==> src/rtl/ps2_key_fifo_if.sv <==
// ----------------------------------------------------------------------------
// ps2_key_fifo_if
// Valid/ready stream that carries decoded key events out of ps2_key_fifo.
//   evt_valid : FIFO holds at least one event; evt_data is meaningful
//   evt_ready : consumer accepts the head event this cycle
//   evt_data  : {brk, ext, code[7:0]} of the head event
// Modports:
//   master : event producer (the keyboard receiver)
//   slave  : event consumer (game-control logic)
// ----------------------------------------------------------------------------
interface ps2_key_fifo_if;
    logic       evt_valid;
    logic       evt_ready;
    logic [9:0] evt_data;

    modport master (output evt_valid, output evt_data, input  evt_ready);
    modport slave  (input  evt_valid, input  evt_data, output evt_ready);
endinterface

==> src/rtl/ps2_key_fifo.sv <==
// ----------------------------------------------------------------------------
// ps2_key_fifo
// PS/2 keyboard receiver: synchronises and glitch-filters the PS/2 clock,
// checks full 11-bit frames (start, 8 data LSB first, odd parity, stop),
// aborts stalled frames with a watchdog, folds E0/F0 prefixes into
// {brk, ext, code} events and queues them in a circular FIFO.
//
// Ports:
//   clk        system clock
//   rst        asynchronous reset, active-low
//   ps2_clk    raw PS/2 clock (asynchronous)
//   ps2_data   raw PS/2 data (asynchronous)
//   evt        event stream (ps2_key_fifo_if.master)
//   fifo_count number of queued events, 0..2**FIFO_AW
//   overflow   one-cycle pulse: event dropped, FIFO full
//   frame_err  one-cycle pulse: bad start/parity/stop or watchdog timeout
//
// Parameters: FILTER_LEN (1..15), TIMEOUT_CYCLES (>=2), FIFO_AW.
// Optional build macro PS2_TYPEMATIC_FILTER_EN: suppresses repeated makes of
// a key that is still held (typematic auto-repeat).
// ----------------------------------------------------------------------------
module ps2_key_fifo #(
    parameter int FILTER_LEN     = 4,
    parameter int TIMEOUT_CYCLES = 50000,
    parameter int FIFO_AW        = 3
) (
    input  logic                  clk,
    input  logic                  rst,
    input  logic                  ps2_clk,
    input  logic                  ps2_data,
    ps2_key_fifo_if.master        evt,
    output logic [FIFO_AW:0]      fifo_count,
    output logic                  overflow,
    output logic                  frame_err
);
    localparam int DEPTH = 1 << FIFO_AW;
    localparam int WD_W  = (TIMEOUT_CYCLES > 2) ? $clog2(TIMEOUT_CYCLES) : 1;

    localparam logic [FIFO_AW-1:0] PTR_ONE = 1;
    localparam logic [FIFO_AW:0]   CNT_ONE = 1;
    localparam logic [FIFO_AW:0]   CNT_FULL = DEPTH[FIFO_AW:0];
    localparam logic [WD_W-1:0]    WD_ONE  = 1;
    // frame_err is registered, so the timeout is flagged one cycle early to
    // make the pulse appear exactly TIMEOUT_CYCLES after the last fall.
    localparam logic [WD_W-1:0]    WD_LAST = WD_W'(TIMEOUT_CYCLES - 2);
    localparam logic [3:0]         FILT_LAST = 4'(FILTER_LEN - 1);

    typedef enum logic [1:0] {S_IDLE, S_DATA, S_PARITY, S_STOP} state_t;

    logic clk_s1_q, clk_s1_d, clk_s2_q, clk_s2_d;
    logic dat_s1_q, dat_s1_d, dat_s2_q, dat_s2_d;
    logic filt_q, filt_d, filt_prev_q, filt_prev_d;
    logic [3:0] filt_cnt_q, filt_cnt_d;
    logic fall;

    state_t state_q, state_d;
    logic [2:0] bit_idx_q, bit_idx_d;
    logic [7:0] shift_q, shift_d;
    logic par_q, par_d;
    logic [WD_W-1:0] wd_q, wd_d;
    logic byte_done_q, byte_done_d;
    logic [7:0] byte_q, byte_d;
    logic err_q, err_d;

    logic ext_q, ext_d, brk_q, brk_d;
    logic push_req, push, pop;
    logic [9:0] push_data;

    logic [9:0] mem_q [0:DEPTH-1];
    logic [FIFO_AW-1:0] wr_ptr_q, wr_ptr_d, rd_ptr_q, rd_ptr_d;
    logic [FIFO_AW:0] count_q, count_d;
    logic ovf_q, ovf_d;

`ifdef PS2_TYPEMATIC_FILTER_EN
    logic [8:0] last_make_q, last_make_d;
    logic held_q, held_d;
`endif

    // Level-filtered PS/2 clock and the frame-level strobe derived from it.
    assign fall = filt_prev_q & ~filt_q;

    always_comb begin
        clk_s1_d = ps2_clk;
        clk_s2_d = clk_s1_q;
        dat_s1_d = ps2_data;
        dat_s2_d = dat_s1_q;

        // A run of differing samples must reach FILTER_LEN before the level flips.
        filt_d     = filt_q;
        filt_cnt_d = '0;
        if (clk_s2_q != filt_q) begin
            if (filt_cnt_q == FILT_LAST) begin
                filt_d = clk_s2_q;
            end else begin
                filt_cnt_d = filt_cnt_q + 4'd1;
            end
        end
        filt_prev_d = filt_q;

        state_d     = state_q;
        bit_idx_d   = bit_idx_q;
        shift_d     = shift_q;
        par_d       = par_q;
        wd_d        = wd_q;
        byte_done_d = 1'b0;
        byte_d      = byte_q;
        err_d       = 1'b0;

        if (fall) begin
            wd_d = '0;
            case (state_q)
                S_IDLE: begin
                    if (!dat_s2_q) begin
                        state_d   = S_DATA;
                        bit_idx_d = 3'd0;
                    end
                end
                S_DATA: begin
                    shift_d   = {dat_s2_q, shift_q[7:1]};
                    bit_idx_d = bit_idx_q + 3'd1;
                    if (bit_idx_q == 3'd7) state_d = S_PARITY;
                end
                S_PARITY: begin
                    par_d   = dat_s2_q;
                    state_d = S_STOP;
                end
                S_STOP: begin
                    if (dat_s2_q && (^{shift_q, par_q})) begin
                        byte_done_d = 1'b1;
                        byte_d      = shift_q;
                    end else begin
                        err_d = 1'b1;
                    end
                    state_d = S_IDLE;
                end
                default: state_d = S_IDLE;
            endcase
        end else if (state_q == S_IDLE) begin
            wd_d = '0;
        end else if (wd_q == WD_LAST) begin
            state_d = S_IDLE;
            err_d   = 1'b1;
            wd_d    = '0;
        end else begin
            wd_d = wd_q + WD_ONE;
        end

        // Prefix decoding: E0/F0 only arm flags, 00/FF are keyboard noise.
        ext_d     = ext_q;
        brk_d     = brk_q;
        push_req  = 1'b0;
        push_data = {brk_q, ext_q, byte_q};
        if (byte_done_q) begin
            case (byte_q)
                8'hE0: ext_d = 1'b1;
                8'hF0: brk_d = 1'b1;
                8'h00, 8'hFF: begin
                    ext_d = 1'b0;
                    brk_d = 1'b0;
                end
                default: begin
                    push_req = 1'b1;
                    ext_d    = 1'b0;
                    brk_d    = 1'b0;
                end
            endcase
        end
        if (err_q) begin
            ext_d = 1'b0;
            brk_d = 1'b0;
        end

`ifdef PS2_TYPEMATIC_FILTER_EN
        last_make_d = last_make_q;
        held_d      = held_q;
        if (push_req) begin
            if (!brk_q) begin
                if (held_q && (last_make_q == {ext_q, byte_q})) push_req = 1'b0;
                last_make_d = {ext_q, byte_q};
                held_d      = 1'b1;
            end else if (last_make_q == {ext_q, byte_q}) begin
                held_d = 1'b0;
            end
        end
`endif

        // A pop frees a slot in the same cycle, so push-at-full with pop succeeds.
        pop   = (count_q != '0) && evt.evt_ready;
        push  = push_req && ((count_q != CNT_FULL) || pop);
        ovf_d = push_req && (count_q == CNT_FULL) && !pop;

        wr_ptr_d = push ? wr_ptr_q + PTR_ONE : wr_ptr_q;
        rd_ptr_d = pop  ? rd_ptr_q + PTR_ONE : rd_ptr_q;
        count_d  = count_q;
        if (push && !pop) count_d = count_q + CNT_ONE;
        if (pop && !push) count_d = count_q - CNT_ONE;
    end

    always_ff @(posedge clk or negedge rst) begin
        if (!rst) begin
            clk_s1_q    <= 1'b1;
            clk_s2_q    <= 1'b1;
            dat_s1_q    <= 1'b1;
            dat_s2_q    <= 1'b1;
            filt_q      <= 1'b1;
            filt_prev_q <= 1'b1;
            filt_cnt_q  <= '0;
            state_q     <= S_IDLE;
            bit_idx_q   <= '0;
            shift_q     <= '0;
            par_q       <= 1'b0;
            wd_q        <= '0;
            byte_done_q <= 1'b0;
            byte_q      <= '0;
            err_q       <= 1'b0;
            ext_q       <= 1'b0;
            brk_q       <= 1'b0;
            wr_ptr_q    <= '0;
            rd_ptr_q    <= '0;
            count_q     <= '0;
            ovf_q       <= 1'b0;
`ifdef PS2_TYPEMATIC_FILTER_EN
            last_make_q <= '0;
            held_q      <= 1'b0;
`endif
        end else begin
            clk_s1_q    <= clk_s1_d;
            clk_s2_q    <= clk_s2_d;
            dat_s1_q    <= dat_s1_d;
            dat_s2_q    <= dat_s2_d;
            filt_q      <= filt_d;
            filt_prev_q <= filt_prev_d;
            filt_cnt_q  <= filt_cnt_d;
            state_q     <= state_d;
            bit_idx_q   <= bit_idx_d;
            shift_q     <= shift_d;
            par_q       <= par_d;
            wd_q        <= wd_d;
            byte_done_q <= byte_done_d;
            byte_q      <= byte_d;
            err_q       <= err_d;
            ext_q       <= ext_d;
            brk_q       <= brk_d;
            wr_ptr_q    <= wr_ptr_d;
            rd_ptr_q    <= rd_ptr_d;
            count_q     <= count_d;
            ovf_q       <= ovf_d;
`ifdef PS2_TYPEMATIC_FILTER_EN
            last_make_q <= last_make_d;
            held_q      <= held_d;
`endif
        end
    end

    // Storage array is not reset; stale entries are hidden by evt_valid.
    always_ff @(posedge clk) begin
        if (push) mem_q[wr_ptr_q] <= push_data;
    end

    assign evt.evt_valid = (count_q != '0);
    assign evt.evt_data  = (count_q != '0) ? mem_q[rd_ptr_q] : '0;
    assign fifo_count    = count_q;
    assign overflow      = ovf_q;
    assign frame_err     = err_q;
endmodule
==> src/flat_wrapper.sv <==
// flat-port wrapper written by rule: the top's interface ports become plain ports
module ps2_key_fifo_flat 
#(
    parameter int FILTER_LEN     = 4,
    parameter int TIMEOUT_CYCLES = 50000,
    parameter int FIFO_AW        = 3
)
  (clk, rst, ps2_clk, ps2_data, fifo_count, overflow, frame_err, evt_evt_valid, evt_evt_data, evt_evt_ready);
  ps2_key_fifo_if evt_i ();
  input  logic clk;
  input  logic rst;
  input  logic ps2_clk;
  input  logic ps2_data;
  output logic [FIFO_AW:0] fifo_count;
  output logic overflow;
  output logic frame_err;
  output wire logic [$bits(evt_i.evt_valid)-1:0] evt_evt_valid;
  output wire logic [$bits(evt_i.evt_data)-1:0] evt_evt_data;
  input wire logic [$bits(evt_i.evt_ready)-1:0] evt_evt_ready;
  assign evt_evt_valid = evt_i.evt_valid;
  assign evt_evt_data = evt_i.evt_data;
  assign evt_i.evt_ready = evt_evt_ready;
  ps2_key_fifo #(.FILTER_LEN(FILTER_LEN), .TIMEOUT_CYCLES(TIMEOUT_CYCLES), .FIFO_AW(FIFO_AW)) u_core (.clk(clk), .rst(rst), .ps2_clk(ps2_clk), .ps2_data(ps2_data), .evt(evt_i), .fifo_count(fifo_count), .overflow(overflow), .frame_err(frame_err));
endmodule
==> config.mk <==
export PLATFORM = sky130hd
export DESIGN_NAME = ps2_key_fifo_flat
export DESIGN_NICKNAME = d
export VERILOG_FILES = /design/src/rtl/ps2_key_fifo_if.sv /design/src/rtl/ps2_key_fifo.sv /design/src/flat_wrapper.sv
export SDC_FILE = /design/constraint.sdc
export NUM_CORES = 1
export LEC_CHECK = 0
export BUFFER_PORTS_ARGS = -buffer_cell sky130_fd_sc_hd__buf_4
export CELL_PAD_IN_SITES_DETAIL_PLACEMENT = 0
export CELL_PAD_IN_SITES_GLOBAL_PLACEMENT = 1
export CORE_MARGIN = 5
export CORE_UTILIZATION = 47
export DETAILED_ROUTE_END_ITERATION = 10
export PLACE_DENSITY = 0.77
export REMOVE_ABC_BUFFERS = 1
export SKIP_CTS_REPAIR_TIMING = 1
export SLEW_MARGIN = 25
export SYNTH_ARGS = -nofsm -noshare
export SYNTH_HDL_FRONTEND = slang
export SYNTH_SLANG_ARGS = --single-unit
export TNS_END_PERCENT = 30
==> constraint.sdc <==
create_clock -name clk -period 2.6 [get_ports clk]
set_input_delay 0.26 -clock clk [delete_from_list [all_inputs] [get_ports clk]]
set_output_delay 0.26 -clock clk [all_outputs]
set_load 0.005 [all_outputs]
**After elaboration in Yosys (flattened, before gate mapping)**

Memory sizes are Yosys's and may differ from the RTL's.
Cells that the tools add are included.

- $add $sub $neg: 7
- Equal/unequal tests: 17
- Muxes and demuxes: 34
- Bitwise gates (word level): 2
- Reductions and logical operators: 27

Operator list:

| cell | number |
|---|---|
| $mux W16 | 3 |
| $eq A8 B8 Y1 const B | 3 |
| $add A16 B1 Y16 const B | 1 |
| $eq A16 B16 Y1 const B | 1 |
| $mux W1 | 16 |
| $mux W4 | 4 |
| $mux W10 | 1 |
| $mux W2 | 5 |
| $reduce_and A2 Y1 | 5 |
| $add A3 B1 Y3 const B | 3 |
| $reduce_xor A9 Y1 | 1 |
| $add A4 B1 Y4 const B | 2 |
| $logic_not A8 Y1 | 1 |
| $pmux W2 S4 | 1 |
| $reduce_bool A2 Y1 | 4 |
| $logic_and A1 B1 Y1 | 7 |
| $ne A2 B1 Y1 const B | 3 |
| $pmux W3 S2 | 1 |
| $reduce_and A3 Y1 | 2 |
| $eq A2 B2 Y1 const B | 2 |
| $eq A4 B2 Y1 const B | 1 |
| $eq A4 B4 Y1 const B | 1 |
| $ne A4 B4 Y1 const B | 1 |
| $pmux W1 S2 | 2 |
| other kinds (15) | 16 |

- Bits in registers: 63
- Memory bits (writable): 80
- Output and inout port bits: 17
- Logic and storage cells: 109
- Memories: 1

Memories:

| memory | depth | bits a word | read ports | clocked after memory_dff | wr ports | RTL line | source |
|---|---|---|---|---|---|---|---|
| u_core.mem_q | 8 | 10 | 1 | 0 | 1 | ps2_key_fifo.sv:69 | `logic [9:0] mem_q [0:DEPTH-1];` |

**Logic depth before layout (Yosys ltp)**

- Depth after elaboration: 8
- Mapped depth: 10
- Depth with buffers taken out: 10

**Worst setup path before layout**

Ideal clock, no wire load.

- Kind: reg-to-reg
- From: register u_core.byte_q[3]
- To: memory u_core.mem_q[2][0], enable pin
- Library setup time: 0.407 ns
- Arrival time: 2.297 ns
- Required time: 2.193 ns
- Path slack: -0.105 ns
- Cell stages (with the launch flop): 6
- Path buffers: 1
- Period minus slack after synthesis: 2.705 ns
- Cells stage by stage: dfrtp_1 and3_1 a31oi_1 o211ai_1 buf_2 nor4b_1

- Longest elaborated chain between the ends: 7

Ends and longest elaborated chain:

| item | RTL line | source |
|---|---|---|
| from (decl) | ps2_key_fifo.sv:62 | `logic [7:0] byte_q, byte_d;` |
| from (signal assigned) | ps2_key_fifo.sv:240 | `byte_q <= byte_d;` |
| $eq A8 B8 Y1 or $logic_not A8 Y1 (tied branches) | ps2_key_fifo.sv:154 | `case (byte_q)` |
| $reduce_or A4 Y1 (no source line) * | -- |  |
| $mux W1 * | ps2_key_fifo.sv:154 |  |
| $mux W1 * | ps2_key_fifo.sv:153 | `if (byte_done_q) begin` |
| $logic_and A1 B1 Y1 * | ps2_key_fifo.sv:189 | `push = push_req && ((count_q != CNT_FULL) \|\| pop);` |
| $mux W1 * | ps2_key_fifo.sv:257 | `if (push) mem_q[wr_ptr_q] <= push_data;` |
| $mux W1 (not written as such) * | ps2_key_fifo.sv:257 |  |
| to (decl) | ps2_key_fifo.sv:69 |  |

Every way passes the cells marked *; elsewhere a longest branch is shown, timed or not.

**Worst setup path after layout**

- From: register u_core.byte_q[0]
- To: register u_core.count_q[3] (netlist: u_core.fifo_count[3])

- Longest elaborated chain between the ends: 8

Ends and longest elaborated chain:

| item | RTL line | source |
|---|---|---|
| $eq A8 B8 Y1 or $logic_not A8 Y1 (tied branches) | ps2_key_fifo.sv:154 |  |
| $reduce_or A4 Y1 (no source line) * | -- |  |
| $mux W1 * | ps2_key_fifo.sv:154 |  |
| $mux W1 * | ps2_key_fifo.sv:153 |  |
| $logic_and A1 B1 Y1 * | ps2_key_fifo.sv:189 |  |
| $logic_not A1 Y1 | ps2_key_fifo.sv:196 | `if (pop && !push) count_d = count_q - CNT_ONE;` |
| $logic_and A1 B1 Y1 | ps2_key_fifo.sv:196 |  |
| $mux W4 or $reduce_bool A2 Y1 (tied branches) | -- |  |
| to (signal assigned) | ps2_key_fifo.sv:246 | `count_q <= count_d;` |
| to (decl) | ps2_key_fifo.sv:71 | `logic [FIFO_AW:0] count_q, count_d;` |

Marked as above.
A chain may end at the register's enable or synchronous reset.

==> reports/qor.csv <==
stage;metric;value;unit
clocking;clock_latency;0.42;ns
synth;yosysSeqAreaShare;0.658;
die;die_w;124;um
die;rows;41;
placed_design;gp_congestion;0.757;
synth;synth-seq-cells;143;
synth;syn_area_per_cell;15.7;sq um
die;die_area;15300;sq um
synth;synth-warning-count;0;
detailed_routing;drc;0;
power;ir_drop;0.476;mV
setup_path;required;2.94;ns
min_path;worstHoldStart;evt_evt_ready;
min_path;holdPathStages;3;
timing;timing.final.ws_setup;0.183;ns
synth;async_flop_share;0.441;
power;total_power;0.00704;W
global_route;grtUsageTotal;0.159;
detailed_routing;wl_met1;4.55;mm
status;status;complete, no violations;
synth;synth_edf_count;80;
global_route;grt_pass1_vias;3423;
clocking;cts_buffers;17;
layout;drive_above_1_share;0.324;
timing;min_period;2.42;ns
clocking;clock-sinks;143;
synth;synth_area;6060;sq um
die;ios;22;
global_route;grt_pass1_wl;17.9;mm
timing;fin_skew;0.00603;ns
detailed_routing;drt_iter0_markers;210;
die;floorplan.initialDensity;0.480;
global_route;grt_overflow_total;0;
detailed_routing;routed.top_layer;met4;
power;powerDensity;967;nW/um^2
setup_path;arrival;2.76;ns
min_path;worstHoldEndpoint;u_core.rd_ptr_q[2]$_DFFE_PN0P_;
timing;min_period_over_period;0.930;
setup_path;r2r.worst_path.cells;11;
timing;tightest_slew;0.789;ns
setup_path;reg2reg_to;u_core.fifo_count[3]$_DFFE_PN0P_;
placed_design;placed_area;6600;sq um
layout;layoutNonFillerInstCount;629;
power;leakage;2.88;nW
timing;finalHoldViolCount;0;
clocking;cts_buffer_depth;2;
synth;synthFlopType;edfxtp_1;
synth;synth_top_area_share;0.397;
run;cap_viol_max_count;0;
detailed_routing;ant_nets;0;
layout;mostFrequentLayoutCells;80 x edfxtp_1, 55 x dfrtp_1, 47 x buf_4, 35 x nor2_1, 23 x mux2_2;
detailed_routing;post_drt_wl_per_cell;16.9;um
timing;finalSetupViolations;0;
detailed_routing;drtPass1Iterations;4;
placed_design;port_buffers;21;
setup_path;crit_fanout;3;
setup_path;crit_type;reg2reg;
synth;ys_top_cells_by_area;edfxtp_1 40%, dfrtp_1 24%, mux4_2 7.4%;
timing;finalMaxSlewViolations;0;
setup_path;worst_setup_path_start_kind;flip-flop;
setup_path;reg2reg_slack;0.18;ns
clocking;cts_tree;yes;
setup_path;regToRegStartpoint;u_core.byte_q[0]$_DFFE_PN0P_;
synth;synth_cell_types;49;
synth;synth_area_leader_cell;edfxtp_1;
timing;max_slew_margin;0.474;
placed_design;preCtsSetupSlack;0.0206;ns
timing;setup_tns;0;ns
die;die_height;124;um
min_path;hp-class;in2reg;
placed_design;dpl.hpwl;6.88;mm
global_route;grt_max_degree;64;
clocking;path_clk_slew;0.06;ns
clocking;root_buffer;clkbuf_16;
die;core;12600;sq um
timing;clock.fmax;0.414;GHz
synth;netlist_instances;385;
detailed_routing;viasPerCell;5.25;
layout;layout.nets;463;
layout;area_delta_synth_final;20.2;%
detailed_routing;via_count;3303;
layout;fillers;1019;
detailed_routing;met2_length;5.52;mm
detailed_routing;wl_met3;381;um
layout;design_area;7280;sq um
clocking;cts_htree_levels;4;
layout;layout_commonest_cell;edfxtp_1;
layout;n_antenna_cell;0;
setup_path;critPathCaptureType;flip-flop;
placed_design;dp.cells;591;
detailed_routing;wirelength;10.7;mm
global_route;grt_antenna_before_repair;0;
-- cell type report --
cell class	instances	area, sq um	share of cell area
Inverter	13	48.8	0.00670
Clock inverter	15	164	0.0225
Timing Repair Buffer	50	383	0.0526
Tap cell	172	215	0.0296
Multi-Input combinational cell	219	2060	0.282
Clock buffer	17	425	0.0584
Sequential cell	143	3990	0.548
-- cell families after synthesis --
kind of cell    after synthesis  synth area share
flops                       143             0.658
simple gates                 99            0.0866
mux                          56             0.139
xor+xnor                     30            0.0469
buf+inv                      23            0.0155
compound gates               20            0.0242
fa+ha+maj                    14            0.0302
-- worst max-delay path, cell delays in order, from the launching register on --
cell     delay (ns)
dfrtp_1        0.40
nor4_2         0.25
buf_4          0.17
a31oi_4        0.04
o21a_1         0.23
nor2_2         0.11
ha_1           0.23
a21o_1         0.17
a21o_1         0.18
or2_2          0.26
mux2i_1        0.16
xor2_1         0.15
-- metrics by stage --
| stage | utilization | hold WS [ns] |
|---|---|---|
| after detailed placement | 0.523 | 0.347 |
| final | 0.577 | 0.143 |
| after floorplan | - | -0.0356 |
| after global routing | 0.577 | 0.143 |
| after global placement | 0.523 | 0.346 |
| after CTS | 0.570 | -0.0744 |
-- registers in the layout, summed over array words and instances (netlist names), 3 cells and up --
name,cells
u_core.wd_q,16
u_core.bit_idx_q,3
u_core.filt_cnt_q,4
u_core.shift_q,8
u_core.fifo_count,4
u_core.mem_q,80
u_core.byte_q,8
u_core.rd_ptr_q,3
u_core.wr_ptr_q,3
-- worst max-delay path by stage --
stage,start,endpoint,slack [ns],cells after the start
after floorplan,u_core.fifo_count[0]$_DFFE_PN0P_,u_core.fifo_count[3]$_DFFE_PN0P_,-0.52,10
after global placement,u_core.byte_q[3]$_DFFE_PN0P_,u_core.fifo_count[3]$_DFFE_PN0P_,0.11,11
after detailed placement,u_core.byte_q[3]$_DFFE_PN0P_,u_core.fifo_count[3]$_DFFE_PN0P_,0.02,11
after CTS,u_core.byte_q[3]$_DFFE_PN0P_,u_core.fifo_count[3]$_DFFE_PN0P_,0.02,11
after global routing,u_core.byte_q[0]$_DFFE_PN0P_,u_core.fifo_count[3]$_DFFE_PN0P_,-0.001,11
final,u_core.byte_q[0]$_DFFE_PN0P_,u_core.fifo_count[3]$_DFFE_PN0P_,0.18,11
-- power breakdown --
part	internal (W)	leakage, nW	switching (W)
combinational	0.000919	1.03	0.000829
clock	0.00142	0.284	0.000955
sequential	0.00264	1.57	0.000270
-- cells in the mapped netlist, types with 8 or more instances --
library cell,n
dfrtp_1,57
edfxtp_1,80
ha_1,13
inv_1,13
mux2_2,23
mux2i_1,13
mux4_2,20
nand2_1,13
nand3_1,10
nor2_1,36
nor4_1,8
xnor2_1,18
xor2_1,10
-- routing by layer --
layer / GRT usage / up-vias
li1: - / 1568
met1: 0.198 / 1673
met2: 0.261 / 43
met3: 0.0453 / 19
met4: 0.0664 / 0
met5: 0 / -
No activity file was read; power rests on OpenSTA's default activity.
